==> src/rtl/hazard_pkg.sv <==
// hazard_pkg: shared types and constants for the hazard scoreboard.
//   stageCtrl_t : packed bundle of per-stage stall/flush controls.
//   regW/latW   : width helpers for register index and latency fields.
//   LAT_*       : nominal result latencies of the execution units.
package hazard_pkg;

  localparam int LAT_ALU  = 1;
  localparam int LAT_LOAD = 2;
  localparam int LAT_MUL  = 3;

  typedef struct packed {
    logic stallF;
    logic stallD;
    logic stallE;
    logic stallM;
    logic stallW;
    logic flushD;
    logic flushE;
    logic flushW;
  } stageCtrl_t;

  function automatic int regW(input int nregs);
    return (nregs > 1) ? $clog2(nregs) : 1;
  endfunction

  function automatic int latW(input int maxlat);
    return $clog2(maxlat + 1);
  endfunction

endpackage

==> src/rtl/scoreboard_cnt.sv <==
// scoreboard_cnt: countdown of cycles until one register's pending result
// can be forwarded.
//   clk, reset (async, active-low)
//   freeze : hold the count (memory stall)
//   set    : a new writer of this register issues this cycle
//   setLat : effective latency of that writer (already clamped to 1..MAXLAT)
//   cnt    : cycles remaining; 0 = in register file, 1 = on forward path
module scoreboard_cnt #(
  parameter int LW = 3
) (
  input  logic          clk,
  input  logic          reset,
  input  logic          freeze,
  input  logic          set,
  input  logic [LW-1:0] setLat,
  output logic [LW-1:0] cnt
);

  logic [LW-1:0] decCnt;
  logic [LW-1:0] nextCnt;

  // A new writer never shortens an older in-flight write: keep the later
  // of the two completion times so the register is not read early (WAW).
  always_comb begin
    decCnt  = (cnt != '0) ? cnt - LW'(1) : '0;
    nextCnt = decCnt;
    if (set && (setLat > decCnt)) nextCnt = setLat;
  end

  always_ff @(posedge clk or negedge reset) begin
    if (!reset)       cnt <= '0;
    else if (!freeze) cnt <= nextCnt;
  end

endmodule

==> src/rtl/hazard_scoreboard.sv <==
// hazard_scoreboard: latency-scoreboard hazard unit for the pipelined core.
// Tracks, per architectural register, the cycles until its pending result
// is forwardable, and derives all stage stall/flush controls from that,
// the memory-miss stalls and the branch outcome.
//   clk, reset (async, active-low)
//   issue_valid/we/rd/lat : instruction in D requesting issue to E
//   rs_valid, rs_idx      : NRD source-operand ports, port k at [k*RW +: RW]
//   branch_taken_e        : branch resolved taken in E
//   dstall, istall        : data / instruction memory miss
//   stall_f..stall_w      : stage hold enables
//   flush_d, flush_e, flush_w : stage bubble inserts
//   issue_fire            : issue accepted this cycle
//   stall_cycles          : saturating count of cycles with stall_d=1
module hazard_scoreboard
  import hazard_pkg::*;
#(
  parameter int NREGS  = 16,
  parameter int NRD    = 3,
  parameter int MAXLAT = 4,
  parameter int RW     = regW(NREGS),
  parameter int LW     = latW(MAXLAT)
) (
  input  logic              clk,
  input  logic              reset,
  input  logic              issue_valid,
  input  logic              issue_we,
  input  logic [RW-1:0]     issue_rd,
  input  logic [LW-1:0]     issue_lat,
  input  logic [NRD-1:0]    rs_valid,
  input  logic [NRD*RW-1:0] rs_idx,
  input  logic              branch_taken_e,
  input  logic              dstall,
  input  logic              istall,
  output logic              stall_f,
  output logic              stall_d,
  output logic              stall_e,
  output logic              stall_m,
  output logic              stall_w,
  output logic              flush_d,
  output logic              flush_e,
  output logic              flush_w,
  output logic              issue_fire,
  output logic [31:0]       stall_cycles
);

  logic [LW-1:0] cnt [NREGS];
  logic [LW-1:0] latEff;
  logic          haz;
  logic          issueFire;
  stageCtrl_t    ctrl;
  logic [31:0]   stallCnt;

  // Latency 0 behaves as 1; anything above MAXLAT is clamped.
  always_comb begin
    latEff = issue_lat;
    if (issue_lat == '0)              latEff = LW'(1);
    else if (issue_lat > LW'(MAXLAT)) latEff = LW'(MAXLAT);
  end

  // A source is only blocked while its producer needs more than one cycle;
  // cnt==1 is served by the forward path. Uses pre-update counts, so an
  // instruction reading its own destination sees the older writer.
  always_comb begin
    haz = 1'b0;
    for (int k = 0; k < NRD; k++) begin
      if (rs_valid[k] && (cnt[rs_idx[k*RW +: RW]] > LW'(1))) haz = 1'b1;
    end
  end

  always_comb begin
    ctrl      = '0;
    issueFire = 1'b0;
    if (dstall) begin
      // Whole pipe freezes; the stalled M result must not be written back.
      ctrl.stallF = 1'b1;
      ctrl.stallD = 1'b1;
      ctrl.stallE = 1'b1;
      ctrl.stallM = 1'b1;
      ctrl.stallW = 1'b1;
      ctrl.flushW = 1'b1;
    end else if (branch_taken_e) begin
      // Wrong-path instructions in D and E are squashed; a hazard on a
      // wrong-path instruction is irrelevant.
      ctrl.flushD = 1'b1;
      ctrl.flushE = 1'b1;
    end else if (haz) begin
      ctrl.stallF = 1'b1;
      ctrl.stallD = 1'b1;
      ctrl.flushE = 1'b1;
    end else if (istall) begin
      ctrl.stallF = 1'b1;
      ctrl.flushD = 1'b1;
      issueFire   = issue_valid;
    end else begin
      issueFire   = issue_valid;
    end
  end

  genvar g;
  generate
    for (g = 0; g < NREGS; g++) begin : gCnt
      scoreboard_cnt #(.LW(LW)) uCnt (
        .clk    (clk),
        .reset  (reset),
        .freeze (dstall),
        .set    (issueFire && issue_we && (issue_rd == RW'(g))),
        .setLat (latEff),
        .cnt    (cnt[g])
      );
    end
  endgenerate

  always_ff @(posedge clk or negedge reset) begin
    if (!reset)                                stallCnt <= '0;
    else if (ctrl.stallD && (stallCnt != '1))  stallCnt <= stallCnt + 32'd1;
  end

  assign stall_f      = ctrl.stallF;
  assign stall_d      = ctrl.stallD;
  assign stall_e      = ctrl.stallE;
  assign stall_m      = ctrl.stallM;
  assign stall_w      = ctrl.stallW;
  assign flush_d      = ctrl.flushD;
  assign flush_e      = ctrl.flushE;
  assign flush_w      = ctrl.flushW;
  assign issue_fire   = issueFire;
  assign stall_cycles = stallCnt;

endmodule

==> config.mk <==
export PLATFORM = sky130hd
export DESIGN_NAME = hazard_scoreboard
export DESIGN_NICKNAME = d
export VERILOG_FILES = /design/src/rtl/hazard_pkg.sv /design/src/rtl/scoreboard_cnt.sv /design/src/rtl/hazard_scoreboard.sv
export SDC_FILE = /design/constraint.sdc
export NUM_CORES = 1
export LEC_CHECK = 0
export ABC_CLOCK_PERIOD_IN_PS = 4600
export CAP_MARGIN = 0
export CORE_AREA = 2 2 150 115
export CTS_BUF_LIST = sky130_fd_sc_hd__clkbuf_16
export CTS_CLUSTER_SIZE = 25
export DETAILED_ROUTE_END_ITERATION = 6
export DIE_AREA = 0 0 152 117
export SYNTH_ARGS = -nofsm -noshare
export SYNTH_HDL_FRONTEND = slang
export SYNTH_HIERARCHICAL = 1
export SYNTH_SLANG_ARGS = --single-unit
==> constraint.sdc <==
create_clock -name clk -period 4.6 [get_ports clk]
set_clock_uncertainty 0.15 [all_clocks]
set_input_delay 1.38 -clock clk [delete_from_list [all_inputs] [get_ports clk]]
set_output_delay 1.38 -clock clk [all_outputs]
set_load 0.02 [all_outputs]
==> impl_results.md, run 1 <==
- Final Hold Violating Endpoints: 0
- Synth Cell Area: 6450 um^2
- Clk Latency, worst-skew pair: 0.35 ns
- CTS Buffer Depth: 2
- Slowest stage delay, CP: 0.49 ns
- Pwr Density: 252 nW/um^2
- First-pass GRT wire length: 29000 um
- 1st-iter DRT viols: 322
- CTS tree: done
- Cells along the critical path: buf_8 > mux4_2 > and3_4 > nor4_4 > nor2b_4 > buf_6 > o31ai_2 > nand2b_1 > buf_6
- Largest net degree at the start of global routing: 61
- Core area: 16500 um^2
- Worst hold start: stall_cycles[23]
- CP Launch Point: rs_idx[6]
- # rows: 41
- Clock sinks: 80
- Clock Tree Root: clkbuf_16
- Crit share post-route: 1.02
- Initial Util: 0.391
- EDFF count, synth: 0
- Setup violations, final: 5
- Failing checks: negative setup slack
- Worst Path Required: 3.07 ns
- Leading post-synthesis cells by cell area: dfrtp_1, ha_1, a221o_1
- GP Congestion: 0.889
- Syn nets: 760
- Share of the synthesized area in the top cell type: 0.311
- Die X: 152 um
- Critical R2R Launch: gCnt[4].uCnt/cnt[1]
- Crit. End Element: output port
- Worst Slack Setup Final: -0.0988 ns
- Crit path launch type: primary input
- Routed len/inst: 17.4 um
- Fin. max-slew vios: 0
- Die Y: 117 um
- Kind of critical path: primary input to output port
- Antenna Nets Post-Route: 0
- Vias: 5812
- IO buf count: 69
- Register area share after synthesis: 0.311
- YS warnings: 6
- Most frequent CP cell: buf_6
- Final WL: 17700 um
- Count leader, synth: dfrtp_1
- Max-cap violations: 0
- Residual DRC count: 0
- Post-synthesis async set-or-reset flop share: 1.00
- Cts bufs inserted: 9
- CTS H-tree lvls: 3
- Min cycle time layout: 4.70 ns
- Boundary Pins: 70
- Maximum clock frequency: 213 MHz
- WP data arrival: 3.17 ns
- # hold bufs at CTS: 0
- Power Total: 0.00205 W
- Number of global-route vias before repair: 5680
- Clk slew on worst S/H paths: 0.06 ns
- Primary FF master, synth: dfrtp_1
- RSZ-0062 raised after global routing: yes
- Worst rel slew slack: 0.444
- Setup TNS: -0.306 ns
- Final net count: 878
- HP Class: flip-flop to flip-flop
- Slowest CP cell: mux4_2
- Layout area overhead: 26.5%
- #FFs+latches synth: 80
- Avg Inst Size Synth: 9.45 um^2
- Ant diodes: 0
- Synth Instances: 682
- Leakage: 3.52 nW
- Synth area leader: dfrtp_1
- Initial antenna violation count: 0
- Die area: 17800 um^2
- Synth unique cells: 55
- Post-DP HPWL: 13200 um
- Grt ovf: 0
- Outcome: finished with violations
- Tightest Pin Transition: 0.835 ns
- Vias per cell: 5.70
- Crit path max fanout: 3
- Tot GR Track Use: 0.203
- Share of layout cells above drive strength 1: 0.175
- Top post-synthesis cells by count: dfrtp_1, nor2_1, inv_1
- Peak VDD IR: 0.143 mV
- TritonRoute pass-1 iters: 4
[routing by layer]
layer	global-route usage	wire (um)	up-vias	share of wire
met5	0	0	-	0
met4	0.0548	223	0	0.013
met3	0.0346	553	17	0.031
met2	0.340	8430	100	0.48
met1	0.278	8500	2866	0.48
li1	-	-	2829	-
[worst max-delay path: cells and delay by family]
kind,cells,cell delay (ns)
muxes,1,0.49
buffers and inverters,3,0.34
AOI/OAI and AO/OA,1,0.05
and+or+nand+nor,4,0.91
[placed cells by master, fill, tap and decap left out, drive strengths merged, types with 20 or more instances in the layout]
| cell type | count |
|---|---|
| dfrtp | 80 |
| nor2 | 79 |
| nand2 | 31 |
| a21oi | 25 |
| clkdlybuf4s50 | 53 |
| nor2b | 21 |
| nand3 | 28 |
| a221o | 32 |
| or2 | 21 |
| inv | 58 |
| ha | 49 |
| nor4b | 33 |
| buf | 58 |
| xor2 | 20 |
[final timing paths]
path / to / slack, ns / cells after the start
max: stall_f / -0.1 / 9
min: stall_cycles[23] / 0.35 / 1
max reg2reg: gCnt[4].uCnt/cnt[2] / 1.00 / 11
min reg2reg: stall_cycles[23] / 0.35 / 1
max in group asynchronous: gCnt[9].uCnt/cnt[2] / 2.55 / 2
min in group asynchronous: gCnt[11].uCnt/cnt[1] / 0.97 / 1
[logic make-up after synthesis]
family | Yosys count | synth area share
simple gates | 280 | 0.263
xor+xnor | 27 | 0.0367
buf+inv | 67 | 0.0444
fa+ha+maj | 49 | 0.0951
mux | 11 | 0.0378
compound gates | 168 | 0.212
flops | 80 | 0.311
[area by class of cell]
class	count	area (um^2)
Clock buffer	9	225
Fill cell	1486	8310
Multi-Input combinational cell	535	4300
Inverter	58	218
Tap cell	215	269
Clock inverter	6	109
Sequential cell	80	2000
Timing Repair Buffer	116	1030
[where the power goes]
group	leakage, nW	switching (W)	total [W]	internal (W)
sequential	1.09	0.0000493	0.000786	0.000736
combinational	2.26	0.000243	0.000447	0.000205
clock	0.165	0.000294	0.000821	0.000526
[flip-flops by register name (all words and copies together), names as in the netlist]
register       count
stall_cycles      32
gCnt.uCnt/cnt     48
[what timing repair did]
action | in CTS | in global routing
setup endpoints to repair | 8 | 5
gates resized for setup | 72 | 9
pin swaps | 10 | 6
buffers inserted | 1 | 2
endpoints found under the hold margin | 0 | 0
[per-stage QoR]
| stage | cells | instance area [um^2] | utilization | hold WS, ns | setup slack (ns) |
|---|---|---|---|---|---|
| final | 1019 | 8160 | 0.495 | 0.353 | -0.0988 |
| after global routing | 1019 | 8160 | 0.495 | 0.367 | -0.134 |
| after CTS | 1018 | 8110 | 0.492 | 0.352 | -0.113 |
| after detailed placement | 1003 | 7690 | 0.467 | 0.336 | -1.17 |
| after global placement | 1003 | 7690 | 0.467 | 0.336 | -1.15 |
| after floorplan | 682 | 6450 | - | 0.384 | -0.0185 |
(Power assumes the default switching activity.)
==> run 2: changes to the inputs <==
- CAP_MARGIN: 0 -> 20
==> results of run 2 <==
No change in the layout: final DEF, timing and power equal those of run 1.
